--- config.mk ---
export PLATFORM = sky130hd
export DESIGN_NAME = bht_update_queue
export DESIGN_NICKNAME = d
export VERILOG_FILES = /design/src/rtl/bht_update_queue.sv
export SDC_FILE = /design/constraint.sdc
export NUM_CORES = 1
export LEC_CHECK = 0
export CORE_MARGIN = 2
export CORE_UTILIZATION = 30
export CTS_CLUSTER_SIZE = 28
export DETAILED_ROUTE_END_ITERATION = 10
export PLACE_DENSITY = 0.57
export RECOVER_POWER = 100
export SYNTH_ARGS = -nofsm -noshare
export SYNTH_HDL_FRONTEND = slang
export SYNTH_SLANG_ARGS = --single-unit
export TNS_END_PERCENT = 50
--- constraint.sdc ---
create_clock -name clk -period 2.1 [get_ports clk]
set_clock_uncertainty 0.05 [all_clocks]
set_input_delay 0.63 -clock clk [delete_from_list [all_inputs] [get_ports clk]]
set_output_delay 0.63 -clock clk [all_outputs]
set_load 0.05 [all_outputs]
--- src/rtl/bht_update_queue.sv ---
// bht_update_queue: FIFO of resolved branches feeding BHT counter updates, owning the committed GHR and gshare index.
module bht_update_queue #(
  parameter int DEPTH   = 128,
  parameter int G_DEPTH = 4,
  parameter int Q_DEPTH = 4
) (
  input  logic                     clk,
  input  logic                     reset_n,
  input  logic                     res_valid,
  output logic                     res_ready,
  input  logic [31:0]              res_pc,
  input  logic                     res_taken,
  input  logic                     flush,
  output logic                     upd_valid,
  input  logic                     upd_ready,
  output logic [$clog2(DEPTH)-1:0] upd_idx,
  output logic                     upd_taken,
  output logic [31:0]              upd_pc,
  output logic [G_DEPTH-1:0]       ghr
);
  localparam int IDX_W = $clog2(DEPTH);
  localparam int P_W   = $clog2(Q_DEPTH);
  logic [31:0]      pc_mem    [Q_DEPTH];
  logic             taken_mem [Q_DEPTH];
  logic [P_W-1:0]   wptr, rptr;
  logic [P_W:0]     count;
  logic [G_DEPTH-1:0] ghr_next;
  logic empty, enq, deq;
  assign empty     = count == '0;
  assign res_ready = count != (P_W+1)'(Q_DEPTH);
  assign upd_valid = !empty && !flush;
  assign enq       = res_valid && res_ready && !flush;
  assign deq       = upd_valid && upd_ready;
  assign upd_pc    = empty ? '0 : pc_mem[rptr];
  assign upd_taken = empty ? 1'b0 : taken_mem[rptr];
  // head index uses history before this update's own shift
  assign upd_idx   = empty ? '0 : upd_pc[IDX_W+1:2] ^ IDX_W'(ghr);
  generate
    if (G_DEPTH == 1) begin : g_one
      assign ghr_next = upd_taken;
    end else begin : g_many
      assign ghr_next = {ghr[G_DEPTH-2:0], upd_taken};
    end
  endgenerate
  always_ff @(posedge clk or negedge reset_n)
    if (!reset_n) begin
      wptr  <= '0;
      rptr  <= '0;
      count <= '0;
    end else if (flush) begin
      wptr  <= '0;
      rptr  <= '0;
      count <= '0;
    end else begin
      if (enq) wptr <= wptr + 1'b1;
      if (deq) rptr <= rptr + 1'b1;
      count <= count + (P_W+1)'(enq) - (P_W+1)'(deq);
    end
  always_ff @(posedge clk or negedge reset_n)
    if (!reset_n) ghr <= '0;
    else if (deq) ghr <= ghr_next;
  always_ff @(posedge clk)
    if (enq) begin
      pc_mem[wptr]    <= res_pc;
      taken_mem[wptr] <= res_taken;
    end
endmodule

==> results.md, run 1 <==
- Outcome: finished, violations left
- Failing checks: setup timing
- Clk sinks: 143
- Prevailing post-synth register cell: edfxtp_1
- Initial Utilization: 30.5%
- Wire per inst: 18.4 microns
- Slew Limit Fails: 0
- Fraction of layout cells with a size suffix above 1: 41.3%
- DRC: 0
- Routability Congestion: 0.726
- Leak: 2.72 nW
- Final Power: 11.6 mW
- Seq cells post-synth: 143
- Initial antenna violation count: 2
- RSZ-0062 raised after global routing: yes
- Largest net degree at the start of global routing: 21
- Final setup viols: 44
- Post-DRT Antenna Nets: 0
- Dpl hpwl: 7820 microns
- CP Max Fanout: 8
- Synth area leader: edfxtp_1
- CTS tree: done
- Top cells by count, synth: edfxtp_1 (132), nor2b_1 (34), mux4_2 (33)
- Number of DRC markers in iteration 0: 136
- Area Growth Syn to Fin: 37.4%
- CP required: 1420 ps
- Crit-path cells: buf_12 -> mux4_2 -> xnor2_2 -> nor2_4 -> buf_12
- WL final: 11900 microns
- Slowest stage cell, crit path: mux4_2
- Clock Pin Slew Worst Setup and Hold Paths: 60 ps
- Tmin final: 2690 ps
- First-pass GRT wire length: 18500 microns
- Synth cell types: 25
- Worst vdd ir: 0.606 mV
- WS Path Type: flip-flop to primary output
- EDFF count, synth: 132
- FP Rows: 50
- Endpoints failing hold: 0
- Clock buffer count from CTS: 17
- Worst Path Arrival: 2010 ps
- Max-slew headroom: 60.6%
- Maximum clock insertion buffer count: 2
- GRT Util Overall: 12.7%
- Post-Syn Area: 5680 sq um
- I/O Pins: 84
- Die height: 142 microns
- Yosys top cell area share: 69.7%
- Part of the cycle the worst path needs: 128%
- Nature of the critical path startpoint: flip-flop
- Setup_tns: -21710 ps
- Grt ovf: 0
- Top delay family on crit path: multiplexers
- Vias in the first global route: 3252
- Syn avg cell area: 20.4 sq um
- Ant. Diodes: 0
- Worst setup path start: rptr[0]$_DFFE_PN0P_
- Die ar.: 20100 sq um
- Power per Cell Area: 1490 nW/um^2
- Largest cells by area after synthesis: edfxtp_1 (70%), mux4_2 (13%), dfrtp_1 (4.8%)
- Worst min-delay path startpoint: ghr[3]$_DFFE_PN0P_
- CTS root buf: clkbuf_16
- CTS H-tree lvls: 4
- I/O Buffers: 83
- CP peak stage delay: 550 ps
- Post-Syn Instances: 278
- Most used cell, CP: buf_12
- Most frequent cell after synthesis: edfxtp_1
- CP bufs+invs: 2
- Syn nets: 323
- Yosys synthesis warning count: 0
- Worst Setup Slack, final: -589 ps
- Vias: 2950
- Dpl cells: 615
- Slew @ Worst Pin: 589 ps
- Die Wd: 142 microns
- First-pass iteration count of the detailed router: 4
- MaxCap Viol Count: 0
- FFs w/ async S/R, synth: 7.69%
- Final nets: 451
- Core ar.: 18600 sq um
- Vias per cell: 4.54
- CP endpoint kind: primary output
- Worst Hold Class: flip-flop to flip-flop
- Skew-Pair Late Insertion Delay: 410 ps
- Non-Filler Instances: 650
- Max frequency: 372 MHz
- Seq/Total Area, Yosys: 74.6%
- Worst r2r src: count[2]$_DFF_PN0_
-- final timing paths --
| path | slack, ps | end | cells after the start |
|---|---|---|---|
| min in group asynchronous | 610 | wptr[1]$_DFFE_PN0P_ | 1 |
| setup reg to reg | -240 | count[2]$_DFF_PN0_ | 11 |
| hold / removal | 550 | ghr[3]$_DFFE_PN0P_ | 1 |
| setup / recovery | -590 | upd_idx[3] | 5 |
| hold reg to reg | 550 | ghr[3]$_DFFE_PN0P_ | 1 |
| max in group asynchronous | 970 | rptr[1]$_DFFE_PN0P_ | 1 |
-- sequential cells by signal, indices dropped and copies added (netlist names) --
register   cells
count          3
ghr            4
pc_mem       128
rptr           2
taken_mem      4
wptr           2
-- where the power goes --
group / internal [mW] / switching (mW)
sequential: 3.33 / 0.138
clock: 1.83 / 1.08
combinational: 2.19 / 3.08
total: 7.35 / 4.29
-- layer usage --
metal,up-vias,track usage [%],wire (microns)
met1,1528,16.7,5490
met2,62,20.1,5860
met4,4,4.00,108
met3,12,4.18,467
li1,1344,-,-
met5,-,0,21
-- cells in the final DEF (no fill, tap or decap), drive strengths merged, types with 4 or more instances in the layout --
master,instances
and2,5
buf,74
clkbuf,31
clkinv,4
clkinvlp,4
dfrtp,11
dlygate4sd3,35
edfxtp,132
ha,6
inv,8
mux2,4
mux4,33
nor2,9
nor2b,34
xnor2,4
-- metrics by stage --
| step | hold slack [ps] | instance area (sq um) | util, % | setup slack, ps |
|---|---|---|---|---|
| after floorplan | 284 | 5800 | - | -286 |
| after global placement | 491 | 7160 | 38.4 | -745 |
| after detailed placement | 503 | 7160 | 38.4 | -802 |
| after CTS | 548 | 7940 | 42.6 | -645 |
| after global routing | 576 | 7810 | 41.9 | -677 |
| final | 552 | 7810 | 41.9 | -589 |
-- area by class of cell --
cell class,instances,area [sq um]
multi-input cells,112,1450
fillers,1684,10800
well taps,234,293
clock buffers,17,425
clock inverters,12,146
inverters,7,26.3
flip-flops and latches,143,4240
repair buffers,125,1220
-- repair_timing --
item,CTS,global route
setup endpoints to repair,44,44
buffers inserted,5,2
hold buffers,0,0
gates resized for setup,38,29
cloned,1,0
pin swaps,2,2
-- cell families after synthesis --
| logic type | after synthesis | synth area share, % |
|---|---|---|
| buffers and inverters | 23 | 2.40 |
| multiplexers | 37 | 13.9 |
| AO/OA/AOI/OAI | 6 | 0.638 |
| flip-flops | 143 | 74.6 |
| adder cells (fa/ha/maj) | 7 | 1.67 |
| XOR/XNOR | 7 | 1.08 |
| AND/OR/NAND/NOR | 55 | 5.77 |
(Power assumes the default switching activity.)
==> run 2: changes to the inputs <==
--- a/config.mk
+++ b/config.mk
@@ -5,6 +5,7 @@
 export SDC_FILE = /design/constraint.sdc
 export NUM_CORES = 1
 export LEC_CHECK = 0
+export ABC_CLOCK_PERIOD_IN_PS = 2100
 export CORE_MARGIN = 2
 export CORE_UTILIZATION = 30
 export CTS_CLUSTER_SIZE = 28
==> results of run 2 <==
Final layout, timing and power as in run 1 (identical DEF).
==> run 3: changes to the inputs <==
--- a/config.mk
+++ b/config.mk
@@ -5,12 +5,14 @@
 export SDC_FILE = /design/constraint.sdc
 export NUM_CORES = 1
 export LEC_CHECK = 0
+export ABC_AREA = 0
 export ABC_CLOCK_PERIOD_IN_PS = 2100
 export CORE_MARGIN = 2
 export CORE_UTILIZATION = 30
 export CTS_CLUSTER_SIZE = 28
 export DETAILED_ROUTE_END_ITERATION = 10
-export PLACE_DENSITY = 0.57
+export GPL_ROUTABILITY_DRIVEN = 0
+export PLACE_DENSITY_LB_ADDON = 0.12
 export RECOVER_POWER = 100
 export SYNTH_ARGS = -nofsm -noshare
 export SYNTH_HDL_FRONTEND = slang
==> results.md, run 3 (synthesis results as in run 1) <==
- Worst Hold Class: flip-flop to flip-flop
- WS Path Type: flip-flop to primary output
- Max Used Layer: met5
- Largest net degree at the start of global routing: 24
- Part of the cycle the worst path needs: 127%
- First-pass iteration count of the detailed router: 4
- Clock Pin Slew Worst Setup and Hold Paths: 60 ps
- Commonest non-fill, non-tap cells in the layout: edfxtp_1 (132), buf_6 (39), dlygate4sd3_1 (34)
- Ant. Diodes: 0
- Worst Path Arrival: 1980 ps
- MaxCap Viol Count: 0
- Worst Hold End: ghr[3]$_DFFE_PN0P_
- Core ar.: 18600 sq um
- Outcome: finished, violations left
- Max-slew headroom: 62.7%
- Skew-Pair Late Insertion Delay: 410 ps
- Number of DRC markers in iteration 0: 144
- Failing checks: setup timing
- Top reg by flops: pc_mem
- R2R Path End: count[2]$_DFF_PN0_
- Die ar.: 20100 sq um
- Fraction of layout cells with a size suffix above 1: 44.1%
- Slew Limit Fails: 0
- Worst vdd ir: 0.578 mV
- Maximum clock insertion buffer count: 2
- Die Wd: 142 microns
- I/O Buffers: 83
- Non-Filler Instances: 651
- R2R Setup Slk: -220 ps
- Post-route cell area: 7980 sq um
- Final setup viols: 44
- Vias per cell: 4.48
- Met3 wire length: 422 microns
- CP required: 1420 ps
- Grt ovf: 0
- DR WL met2: 5840 microns
- GRT Util Overall: 12.7%
- WL final: 11800 microns
- Worst r2r src: count[1]$_DFF_PN0_
- Largest regs: pc_mem: 128 flops, ghr: 4 flops, taken_mem: 4 flops
- Vias: 2916
- Area Growth Syn to Fin: 40.4%
- Place WS: -750 ps
- RSZ-0062 raised after global routing: yes
- Clock buffer count from CTS: 17
- Reg2Reg Depth: 12
- FP Rows: 50
- Worst Setup Slack, final: -563 ps
- Power per Cell Area: 1500 nW/um^2
- Setup_tns: -19940 ps
- Tmin final: 2660 ps
- Max reg flops: 128
- Leak: 2.79 nW
- Dpl hpwl: 7410 microns
- Post-DP Area: 7140 sq um
- Initial Utilization: 30.5%
- Most common library cell in the layout ignoring fill and taps: edfxtp_1
- Hold path depth: 1
- Clk sinks: 143
- Die height: 142 microns
- DRC: 0
- CTS tree: done
- Initial antenna violation count: 1
- CTS root buf: clkbuf_16
- Endpoints failing hold: 0
- Slew @ Worst Pin: 558 ps
- Wire per inst: 18.1 microns
- Max frequency: 376 MHz
- Worst min-delay path startpoint: ghr[3]$_DFFE_PN0P_
- Vias in the first global route: 3220
- CP Max Fanout: 3
- Nature of the critical path startpoint: flip-flop
- Post-DRT Antenna Nets: 0
- I/O Pins: 84
- Met1 wire length: 5320 microns
- CTS H-tree lvls: 4
- First-pass GRT wire length: 18200 microns
- Dpl cells: 612
- Final nets: 449
- CP endpoint kind: primary output
==> run 3: changes by cell type in the layout (fill, tap and decap cells not counted), sizes merged <==
cell and change:
clkbuf +4, dlygate4sd2 +1, dlygate4sd3 -1, bufinv -1
buf -2
==> run 3: through the flow <==
step | power, mW | hold slack [ps] | utilization (%)
floorplan | 6.77 | 284 | -
global placement | 8.41 | 501 | 38.3
detailed placement | 8.42 | 522 | 38.3
CTS | 12.0 | 531 | 43.1
global route | 12.5 | 592 | 42.8
finish | 11.9 | 554 | 42.8
==> run 3: report_power, final <==
group / switching, mW / internal, mW / total [mW]
Clock: 1.09 / 1.74 / 2.83
Combinational: 3.22 / 2.44 / 5.66
Sequential: 0.132 / 3.33 / 3.46
==> run 3: how the worst max path moves through the flow <==
stage / slack [ps] / from / to / depth (start not counted)
after global placement: -750 / flush / count[2]$_DFF_PN0_ / 11
after CTS: -590 / rptr[0]$_DFFE_PN0P_ / upd_idx[1] / 6
final: -560 / rptr[0]$_DFFE_PN0P_ / upd_idx[1] / 6
after detailed placement: -750 / flush / count[2]$_DFF_PN0_ / 11
after global routing: -650 / rptr[0]$_DFFE_PN0P_ / upd_idx[1] / 6
after floorplan: -290 / flush / count[2]$_DFF_PN0_ / 11
==> run 3: cell type report <==
class | count | area [sq um]
Clock buffer | 21 | 440
Clock inverter | 11 | 116
Fill cell | 1681 | 10700
Inverter | 7 | 26.3
Multi-Input combinational cell | 112 | 1550
Sequential cell | 143 | 4240
Tap cell | 234 | 293
Timing Repair Buffer | 123 | 1310
==> run 3: per-layer routing <==
| metal | track usage (%) | vias to the layer above |
|---|---|---|
| met5 | 0 | - |
| met4 | 4.89 | 2 |
| met3 | 4.08 | 18 |
| met2 | 20.4 | 66 |
| met1 | 16.2 | 1489 |
| li1 | - | 1341 |
==> run 3: worst max-delay path, cell delays in order (launching register included) <==
cell,delay (ps)
dfrtp_2,370
buf_6,120
buf_12,110
mux4_2,540
xnor2_2,170
nor2_4,100
buf_12,140
==> run 3: timing repair <==
action                     4_1_cts  5_1_grt
gates cloned                     2        0
resized for setup               67       36
pin swaps                        3        1
hold buffers                     0        0
setup endpoints to repair       44       44
buffers inserted                 5        2
